<file path="src/rtl/gpu_mem_pkg.sv">
// Shared sizing and entry-state encoding for the memory feedback tracker.
// Contents: lane/warp/scoreboard counts, derived ID and counter widths,
//           per-entry FSM state enum.
package gpu_mem_pkg;

    localparam int unsigned NUM_WARPS = 8;
    localparam int unsigned NUM_SCB   = 4;
    localparam int unsigned NUM_LANES = 8;

    localparam int unsigned WARP_W  = $clog2(NUM_WARPS);
    localparam int unsigned SCB_W   = $clog2(NUM_SCB);
    localparam int unsigned CNT_W   = $clog2(NUM_SCB + 1);
    localparam int unsigned NUM_ENT = NUM_WARPS * NUM_SCB;

    typedef enum logic [1:0] {
        ST_IDLE      = 2'd0,
        ST_PEND      = 2'd1,
        ST_MISS_WAIT = 2'd2
    } entry_state_e;

endpackage

</file>
<file path="src/rtl/mem_fb_entry.sv">
// Tracks one in-flight memory instruction for a single (warp, scoreboard entry).
// Ports:
//   clk, rst           clock, synchronous active-high reset
//   issue_hit          issue addressed to this entry this cycle
//   neg_hit, pos_hit   negative / positive feedback addressed to this entry
//   issue_pam          active-thread mask of the issued instruction
//   pos_mask           threads completed by the positive feedback
//   state_next_c       state this entry takes at the coming edge
//   complete_c         positive feedback finishes all PAM threads this cycle
//   zero_rel_c         accepted issue carried an empty PAM (release without tracking)
//   err_c              an event addressed to this entry violates the protocol
module mem_fb_entry
    import gpu_mem_pkg::*;
(
    input  logic                 clk,
    input  logic                 rst,
    input  logic                 issue_hit,
    input  logic                 neg_hit,
    input  logic                 pos_hit,
    input  logic [NUM_LANES-1:0] issue_pam,
    input  logic [NUM_LANES-1:0] pos_mask,
    output entry_state_e         state_next_c,
    output logic                 complete_c,
    output logic                 zero_rel_c,
    output logic                 err_c
);

    entry_state_e         state;
    logic [NUM_LANES-1:0] pam;
    logic [NUM_LANES-1:0] done;
    logic [NUM_LANES-1:0] pam_next;
    logic [NUM_LANES-1:0] done_next;
    logic [NUM_LANES-1:0] merged;

    // Next-state: within one cycle neg is applied before pos, so a
    // completing pos overrides the MISS_WAIT transition.
    always_comb begin
        state_next_c = state;
        pam_next     = pam;
        done_next    = done;
        complete_c   = 1'b0;
        zero_rel_c   = 1'b0;
        err_c        = 1'b0;
        merged       = done | pos_mask;

        case (state)
            ST_IDLE: begin
                if (issue_hit) begin
                    if (issue_pam == '0) begin
                        zero_rel_c = 1'b1;
                    end else begin
                        state_next_c = ST_PEND;
                        pam_next     = issue_pam;
                        done_next    = '0;
                    end
                end
                if (neg_hit || pos_hit) begin
                    err_c = 1'b1;
                end
            end
            ST_PEND, ST_MISS_WAIT: begin
                if (issue_hit) begin
                    err_c = 1'b1;
                end
                if (neg_hit) begin
                    if (state == ST_MISS_WAIT) begin
                        err_c = 1'b1;
                    end else begin
                        state_next_c = ST_MISS_WAIT;
                    end
                end
                if (pos_hit) begin
                    if (((pos_mask & ~pam) != '0) || ((pos_mask & done) != '0)) begin
                        err_c = 1'b1;
                    end else if (merged == pam) begin
                        state_next_c = ST_IDLE;
                        done_next    = '0;
                        complete_c   = 1'b1;
                    end else begin
                        done_next = merged;
                    end
                end
            end
            default: begin
                state_next_c = ST_IDLE;
            end
        endcase
    end

    // State, PAM and done-mask registers.
    always_ff @(posedge clk) begin
        if (rst) begin
            state <= ST_IDLE;
            pam   <= '0;
            done  <= '0;
        end else begin
            state <= state_next_c;
            pam   <= pam_next;
            done  <= done_next;
        end
    end

endmodule

</file>
<file path="src/rtl/mem_fb_tracker.sv">
// Receives MEM-unit feedback for in-flight LW/SW instructions and emits one
// registered release per completed (warp, scoreboard entry).
// Ports:
//   clk, rst                         clock, synchronous active-high reset
//   issue_*                          instruction handed to the MEM unit
//   neg_fb_*                         miss parked in the MSHR
//   pos_fb_*                         threads completed
//   release_valid_o/warpID_o/scbID_o entry fully complete (registered)
//   miss_pending_o                   per warp, any entry in MISS_WAIT
//   outstanding_o                    per warp count of non-IDLE entries
//   err_o                            sticky protocol-violation flag
module mem_fb_tracker
    import gpu_mem_pkg::*;
(
    input  logic                         clk,
    input  logic                         rst,
    input  logic                         issue_valid_i,
    input  logic [WARP_W-1:0]            issue_warpID_i,
    input  logic [SCB_W-1:0]             issue_scbID_i,
    input  logic [NUM_LANES-1:0]         issue_PAM_i,
    input  logic                         neg_fb_valid_i,
    input  logic [WARP_W-1:0]            neg_fb_warpID_i,
    input  logic [SCB_W-1:0]             neg_fb_scbID_i,
    input  logic                         pos_fb_valid_i,
    input  logic [WARP_W-1:0]            pos_fb_warpID_i,
    input  logic [SCB_W-1:0]             pos_fb_scbID_i,
    input  logic [NUM_LANES-1:0]         pos_fb_mask_i,
    output logic                         release_valid_o,
    output logic [WARP_W-1:0]            release_warpID_o,
    output logic [SCB_W-1:0]             release_scbID_o,
    output logic [NUM_WARPS-1:0]         miss_pending_o,
    output logic [NUM_WARPS*CNT_W-1:0]   outstanding_o,
    output logic                         err_o
);

    logic [NUM_ENT-1:0] issue_hit;
    logic [NUM_ENT-1:0] neg_hit;
    logic [NUM_ENT-1:0] pos_hit;
    logic [NUM_ENT-1:0] complete_c;
    logic [NUM_ENT-1:0] zero_rel_c;
    logic [NUM_ENT-1:0] ent_err_c;
    entry_state_e       st_next [NUM_ENT];

    // Entry index g maps to warp g/NUM_SCB, scoreboard entry g%NUM_SCB.
    for (genvar g = 0; g < NUM_ENT; g++) begin : g_ent
        assign issue_hit[g] = issue_valid_i
                              && (issue_warpID_i == WARP_W'(g / NUM_SCB))
                              && (issue_scbID_i  == SCB_W'(g % NUM_SCB));
        assign neg_hit[g]   = neg_fb_valid_i
                              && (neg_fb_warpID_i == WARP_W'(g / NUM_SCB))
                              && (neg_fb_scbID_i  == SCB_W'(g % NUM_SCB));
        assign pos_hit[g]   = pos_fb_valid_i
                              && (pos_fb_warpID_i == WARP_W'(g / NUM_SCB))
                              && (pos_fb_scbID_i  == SCB_W'(g % NUM_SCB));

        mem_fb_entry u_entry (
            .clk          (clk),
            .rst          (rst),
            .issue_hit    (issue_hit[g]),
            .neg_hit      (neg_hit[g]),
            .pos_hit      (pos_hit[g]),
            .issue_pam    (issue_PAM_i),
            .pos_mask     (pos_fb_mask_i),
            .state_next_c (st_next[g]),
            .complete_c   (complete_c[g]),
            .zero_rel_c   (zero_rel_c[g]),
            .err_c        (ent_err_c[g])
        );
    end

    logic                       pos_rel_c;
    logic                       zero_any_c;
    logic [WARP_W-1:0]          pos_warp_c;
    logic [SCB_W-1:0]           pos_scb_c;
    logic [WARP_W-1:0]          zero_warp_c;
    logic [SCB_W-1:0]           zero_scb_c;
    logic                       err_next_c;
    logic [NUM_WARPS-1:0]       miss_next_c;
    logic [NUM_WARPS*CNT_W-1:0] outst_next_c;

    // Release IDs are OR-reduced: at most one pos_fb per cycle and at most
    // one issue per cycle keep each source one-hot.
    always_comb begin
        pos_warp_c  = '0;
        pos_scb_c   = '0;
        zero_warp_c = '0;
        zero_scb_c  = '0;
        for (int unsigned i = 0; i < NUM_ENT; i++) begin
            if (complete_c[i]) begin
                pos_warp_c = pos_warp_c | WARP_W'(i / NUM_SCB);
                pos_scb_c  = pos_scb_c  | SCB_W'(i % NUM_SCB);
            end
            if (zero_rel_c[i]) begin
                zero_warp_c = zero_warp_c | WARP_W'(i / NUM_SCB);
                zero_scb_c  = zero_scb_c  | SCB_W'(i % NUM_SCB);
            end
        end
        pos_rel_c  = |complete_c;
        zero_any_c = |zero_rel_c;
        // An empty-PAM release colliding with a pos release is itself a violation.
        err_next_c = err_o | (|ent_err_c) | (pos_rel_c & zero_any_c);
    end

    // Per-warp miss flag and occupancy count from post-edge entry state.
    always_comb begin
        miss_next_c  = '0;
        outst_next_c = '0;
        for (int unsigned w = 0; w < NUM_WARPS; w++) begin
            for (int unsigned s = 0; s < NUM_SCB; s++) begin
                if (st_next[w*NUM_SCB + s] == ST_MISS_WAIT) begin
                    miss_next_c[w] = 1'b1;
                end
                if (st_next[w*NUM_SCB + s] != ST_IDLE) begin
                    outst_next_c[w*CNT_W +: CNT_W] = outst_next_c[w*CNT_W +: CNT_W] + CNT_W'(1);
                end
            end
        end
    end

    // Output registers; a pos-driven release takes priority over an empty-PAM one.
    always_ff @(posedge clk) begin
        if (rst) begin
            release_valid_o  <= 1'b0;
            release_warpID_o <= '0;
            release_scbID_o  <= '0;
            miss_pending_o   <= '0;
            outstanding_o    <= '0;
            err_o            <= 1'b0;
        end else begin
            release_valid_o  <= pos_rel_c | zero_any_c;
            release_warpID_o <= pos_rel_c ? pos_warp_c : zero_warp_c;
            release_scbID_o  <= pos_rel_c ? pos_scb_c  : zero_scb_c;
            miss_pending_o   <= miss_next_c;
            outstanding_o    <= outst_next_c;
            err_o            <= err_next_c;
        end
    end

endmodule

</file>
<file path="config.mk">
export PLATFORM = sky130hd
export DESIGN_NAME = mem_fb_tracker
export DESIGN_NICKNAME = d
export VERILOG_FILES = /design/src/rtl/gpu_mem_pkg.sv /design/src/rtl/mem_fb_entry.sv /design/src/rtl/mem_fb_tracker.sv
export SDC_FILE = /design/constraint.sdc
export NUM_CORES = 2
export LEC_CHECK = 0
export CELL_PAD_IN_SITES_DETAIL_PLACEMENT = 0
export CELL_PAD_IN_SITES_GLOBAL_PLACEMENT = 1
export CORE_UTILIZATION = 47
export CTS_CLUSTER_DIAMETER = 60
export DETAILED_ROUTE_END_ITERATION = 10
export HOLD_SLACK_MARGIN = 0.03
export PLACE_DENSITY = 0.87
export SLEW_MARGIN = 20
export SYNTH_ARGS = -nofsm -noshare
export SYNTH_HDL_FRONTEND = slang
export SYNTH_SLANG_ARGS = --single-unit
</file>
<file path="constraint.sdc">
create_clock -name clk -period 4.2 [get_ports clk]
set_input_delay 0.63 -clock clk [delete_from_list [all_inputs] [get_ports clk]]
set_output_delay 0.63 -clock clk [all_outputs]
set_load 0.01 [all_outputs]
</file>
# Word level (Yosys, flattened, before mapping)
# Cells that the tools add are included.
# op_classes
n_addsub	24
n_eq_ne	286
mux	2349
bitwise_logic	132
reduce_logical	450
# ops
op	n
two-way mux 8 bit	546
two-way mux 2 bit	657
two-way mux 1 bit	993
bitwise AND 8 bit	64
case mux 8 bit (2 select lines)	32
nonzero test 8 bit	64
equality test 8 bit	32
inverter 8 bit	32
OR 8 bit	32
two-way mux 3 bit	57
AND reduction 5 bit	32
equality test 2 bit, second input constant	70
!= test 2 x 1 -> 1 bit, second input constant	64
!= test 2 bit, second input constant	64
case mux 2 bit (2 select lines)	32
nonzero test 2 bit	64
logical AND 1 bit	120
AND reduction 3 bit	32
OR reduction 32 bit	3
equality test 2 x 1 -> 1 bit, second input constant	35
zero test 2 bit	35
logical OR 1 bit	64
case mux 1 bit (2 select lines)	32
OR reduction 2 bit	32
9 further kinds	53
# word_totals
register_bits	615
in_bits	36
out_inout_bits	39
elab_cells	3343

# Longest topological paths before layout
# logic_depth
ltp_word	42
depth_mapped	20
mapped_depth_nobuf	17

# Hierarchy
# A second synthesis with hierarchy kept.
# hier_totals
hier_cells	4745
hier_area_um2	37723.7
# modules_own_cells
mod	instances	cells_per_inst	area_per_inst_um2	seq_area_each_um2
mem_fb_entry at g_ent[0].u_entry ...	28	134	1077.3	360.3
mem_fb_entry at g_ent[6].u_entry ...	4	126	1077.3	360.3
mem_fb_tracker	1	489	3250.6	780.7

# Worst setup path before layout
# No wires, ideal clock.
# synth_path
path_kind	input port to flip-flop
start	input port pos_fb_mask_i[2]
end	register outstanding_o[2]
setup_ns	0.128
arrival_time_ns	3.717
t_required_ns	4.072
slack_ns	0.355
path_stages	18
n_path_buf	3
path_cell_list	buf_4 -> buf_4 -> buf_2 -> nor2_1 -> xnor2_1 -> nand2_1 -> or4_1 -> o41ai_1 -> nor2_1 -> o2bb2ai_1 -> a21oi_1 -> inv_1 -> ha_1 -> xor2_1 -> ha_1 -> nand2b_1 -> xnor2_1 -> nor2_1
# synth_between
elab_chain_len	20
elab_cells_between_ends	79
classes_between	add/sub: 3; eq/ne: 4; mux: 44; bitwise: 12; reduce/logical: 16
# synth_lines
element	line_no	source
start: declaration	mem_fb_tracker.sv:27	input logic [NUM_LANES-1:0] pos_fb_mask_i,
OR 8 bit	mem_fb_entry.sv:44	merged = done | pos_mask;
equality test 8 bit	mem_fb_entry.sv:75	end else if (merged == pam) begin
two-way mux 2 bit	mem_fb_entry.sv:75	
two-way mux 2 bit	mem_fb_entry.sv:73	if (((pos_mask & ~pam) != '0) || ((pos_mask & done) != '0)) begin
two-way mux 2 bit	mem_fb_entry.sv:72	if (pos_hit) begin
two-way mux 2 bit	mem_fb_entry.sv:46	case (state)
two-way mux 2 bit	mem_fb_entry.sv:73	
two-way mux 2 bit	mem_fb_entry.sv:72	
[4 not listed]	-	
nonzero test 2 bit	mem_fb_tracker.sv:113	if (st_next[w*NUM_SCB + s] != ST_IDLE) begin
two-way mux 1 bit	mem_fb_tracker.sv:113	
adder 1 x 1 -> 2 bit	mem_fb_tracker.sv:114	outst_next_c[w*CNT_W +: CNT_W] = outst_next_c[w*CNT_W +: CNT_W] + CNT_W'(1);
two-way mux 3 bit	mem_fb_tracker.sv:113	
adder 3 x 1 -> 3 bit	mem_fb_tracker.sv:114	
two-way mux 3 bit	mem_fb_tracker.sv:113	
adder 3 x 1 -> 3 bit	mem_fb_tracker.sv:114	
two-way mux 3 bit *	mem_fb_tracker.sv:113	
end signal: assignment	mem_fb_tracker.sv:134	outstanding_o <= outst_next_c;
end: declaration	mem_fb_tracker.sv:32	output logic [NUM_WARPS*CNT_W-1:0] outstanding_o,
# Every way passes the cells marked *; elsewhere a longest branch is shown, timed or not. The select of a mux whose other input is x is not followed.
# A chain may end at the register's enable or synchronous reset.

# Worst setup path after layout
# layout_path
start	input port pos_fb_scbID_i[0]
end	register outstanding_o[15]
# layout_between
elab_chain_len	13
elab_cells_between_ends	31
classes_between	add/sub: 3; eq/ne: 3; mux: 16; reduce/logical: 9
# layout_lines
element	line_no	source
start: declaration	mem_fb_tracker.sv:26	input logic [SCB_W-1:0] pos_fb_scbID_i,
zero test 2 bit	mem_fb_tracker.sv:54	&& (pos_fb_scbID_i == SCB_W'(g % NUM_SCB));
logical AND 1 bit	mem_fb_tracker.sv:54	
two-way mux 2 bit	mem_fb_entry.sv:72	
two-way mux 2 bit	mem_fb_entry.sv:46	
case mux 2 bit (2 select lines)	mem_fb_entry.sv:46	
nonzero test 2 bit	mem_fb_tracker.sv:113	
two-way mux 1 bit	mem_fb_tracker.sv:113	
adder 3 x 1 -> 3 bit	mem_fb_tracker.sv:114	
two-way mux 3 bit	mem_fb_tracker.sv:113	
adder 3 x 1 -> 3 bit	mem_fb_tracker.sv:114	
two-way mux 3 bit	mem_fb_tracker.sv:113	
adder 3 x 1 -> 3 bit	mem_fb_tracker.sv:114	
two-way mux 3 bit *	mem_fb_tracker.sv:113	
# Marks and branches as above.

==> impl_metrics.json <==
{
  "totalPowerFinal_w": 0.01395,
  "clock_sinks": 615,
  "place_area_sq_um": 38880,
  "drv_slew": 0,
  "ioPinCount": 75,
  "cp-end-kind": "flip-flop",
  "cts_setup_buffers": 0,
  "post-route-util_pct": 55.64,
  "multi_input_area_sq_um": 20760,
  "place_ws_ns": -0.2928,
  "synth.largest_area_cell": "dfxtp_1",
  "ys_seq_area_share_pct": 34.84,
  "drc": 0,
  "final_area_sq_um": 41420,
  "ys_warn_count": 0,
  "hp-class": "in -> reg",
  "num_rows": 100,
  "pwr_density_cell_nw_per_um2": 336.8,
  "place_hpwl_microns": 95540,
  "synthCells": 4713,
  "status": "completed",
  "syn_avg_cell_area_sq_um": 7.498,
  "synth_area_sq_um": 35340,
  "place.port_buffers": 74,
  "ctsResizeCount": 0,
  "fillers": 7004,
  "crit_arrival_ns": 4.46,
  "core_area_sq_um": 74450,
  "area_growth_pct": 17.23,
  "gr-usage-all-layers_pct": 33.40,
  "final_nets": 5091,
  "antenna_found_initial": 2,
  "ys_async_sr_fraction_pct": 0,
  "relSlewSlack_pct": 28.31,
  "ys_ff_latch": 615,
  "grt_pass1_wl_microns": 198400,
  "grt_max_degree": 111,
  "initial_core_util_pct": 47.47,
  "tightest_slew_ns": 1.074,
  "cts-root-buf": "clkbuf_16",
  "timing.hold.ws_ns": 0.3632,
  "max_cap_violations": 0,
  "clock_skew_ns": 0.02520,
  "cts_buffers": 73,
  "ant_nets": 0,
  "synth_area_leaders": "dfxtp_1, a21oi_1, nand2_1, o21a_1, nor3_1",
  "hold_violations": 0,
  "h-tree-depth": 3,
  "critPathKind": "in -> reg",
  "drive_above_1_share_pct": 10.19,
  "cp-start-kind": "input port",
  "worst_slack_ns": 0.2217,
  "routed_wl_microns": 131300,
  "syn-num-nets": 4869,
  "clock_latency_ns": 0.64,
  "clockBufferDepth": 3,
  "viasPerCell": 5.970,
  "leakage_nw": 15.08,
  "dr.pass1.iters": 7,
  "yosysTopAreaCellShare_pct": 34.84,
  "die_area_sq_um": 76280,
  "cts.hold.buffers_added": 0,
  "tritoncts": "done",
  "critPathRequiredTime_ns": 4.68,
  "drtIter0Drc": 3544,
  "synth.distinct_cells": 91,
  "die_y_microns": 276.2,
  "fmaxAchievable_ghz": 0.2514,
  "rsz0062_at_grt": "false",
  "die_x_microns": 276.2,
  "max-vdd-ir-drop_mv": 0.2344,
  "setup_viol": 0,
  "place_congestion": 1.102,
  "vias": 35603,
  "period_share_pct": 94.72,
  "cts.clk_slew.worst_paths_ns": 0.06,
  "gr-total-overflow": 0,
  "seq_area_sq_um": 12310,
  "synth-edff-count": 0,
  "cp_max_fo": 5,
  "period_minus_slack_ns": 3.978,
  "grt_pass1_vias": 32293,
  "ys_dominant_reg_cell": "dfxtp_1",
  "post_drt_wl_per_cell_microns": 22.02
}
[synthesized netlist by cell type (all sizes together) (7+ instances only)]
library cell  number
dfxtp            615
a21oi            533
nand2            499
nor2             370
nor3             330
inv              303
o21a             244
o21ai            239
nor2b            238
clkbuf           176
nand2b           125
o22ai            124
ha               120
a22oi             90
buf               80
mux2i             75
nand3             75
nand4             75
nor4              40
or4               33
xnor2             29
and2              28
a31oi             19
xor2              18
and3              15
a211oi            14
or3               14
o31ai             13
a21boi            12
a221oi            12
nor3b             12
or2               10
nand4b             9
o41ai              9
a2bb2oi            8
o21bai             8
o211ai             7
[stage by stage]
| step | cells | setup TNS (ns) |
|---|---|---|
| after floorplan | 4713 | 0 |
| after global placement | 5829 | -0.4334 |
| after detailed placement | 5829 | -1.425 |
| after CTS | 5963 | 0 |
| after global routing | 5963 | 0 |
| final | 5964 | 0 |
[state kept, by name, summed over array words and instances (netlist names)]
name	cells
outstanding_o	24
g_ent.u_entry.state	64
g_ent.u_entry.done	256
miss_pending_o	8
g_ent.u_entry.pam	256
release_valid_o	1
release_warpID_o	3
release_scbID_o	2
err_o	1
[area by class of cell]
type	instances	area share, %
repair buffers	403	8.343
diodes	1	0.006041
clock buffers	111	5.271
well taps	969	2.927
multi-input cells	3538	50.11
clock inverters	23	0.8669
flip-flops and latches	615	29.72
inverters	304	2.755
[layout by cell type, fill, tap and decap left out, types with 9 or more instances in the layout]
master	count
nor3_1	327
clkbuf_1	20
mux2i_1	75
a21oi_1	531
and2_1	27
xor2_1	18
o21a_1	244
o22ai_1	124
o21ai_0	236
clkdlybuf4s50_1	57
nand4_1	75
nor2b_1	238
or3_1	14
xnor2_1	29
buf_4	313
buf_12	24
nor2_1	370
and3_1	15
nand3_1	75
o31ai_1	12
nand4b_1	9
a22oi_1	89
or4_1	30
clkbuf_16	76
a211oi_1	9
nand2_1	498
clkbuf_8	15
or2_2	9
inv_1	303
a31oi_1	19
nor4_1	35
dfxtp_1	615
nor3b_1	12
nand2b_1	125
ha_1	120
[per-layer routing]
| metal | global-route usage [%] | vias to the layer above | wire [microns] |
|---|---|---|---|
| met5 | 0 | - | 13 |
| met4 | 13.55 | 2 | 5328 |
| met3 | 5.307 | 289 | 11520 |
| met2 | 51.77 | 1511 | 56800 |
| met1 | 46.17 | 16778 | 57680 |
| li1 | - | 17023 | - |
[power by group]
part           internal, W  total [W]  switching (W)
logic             0.000444    0.00128       0.000838
registers          0.00589    0.00595      0.0000563
clock network      0.00405    0.00672        0.00267
total               0.0104     0.0140        0.00357
[cell families (layout without fill, tap and decap cells)]
group / after synthesis / in the layout / share of synthesized area [%]
simple gates: 1890 / 1890 / 26.51
compound gates: 1406 / 1406 / 24.69
flops: 615 / 615 / 34.84
buf+inv: 560 / 841 / 6.423
fa+ha+maj: 120 / 120 / 4.249
mux: 75 / 75 / 2.124
xor+xnor: 47 / 47 / 1.165
other cells: 0 / 1 / 0
[path summary, 6_finish.rpt]
check | slack (ns) | start | depth (start not counted) | endpoint
worst max register to register | 0.64 | g_ent[12].u_entry.pam[5] | 14 | outstanding_o[11]
worst min-delay path | 0.36 | rst | 2 | g_ent[15].u_entry.pam[0]
worst max-delay path | 0.22 | pos_fb_scbID_i[0] | 16 | outstanding_o[15]
worst min register to register | 0.45 | g_ent[16].u_entry.pam[4] | 2 | g_ent[16].u_entry.pam[4]
[worst max-delay path, cell delays in order]
cell	delay [ns]
clkdlybuf4s50_1	0.54
nor2b_1	0.79
nand2_1	0.20
buf_4	0.21
nor4_1	0.47
nor3b_1	0.10
o21ai_0	0.17
and2_1	0.16
a31oi_1	0.10
inv_1	0.07
ha_1	0.24
xnor2_1	0.21
buf_4	0.14
xor2_1	0.22
buf_4	0.16
nor2_1	0.03
(Power assumes the default switching activity.)
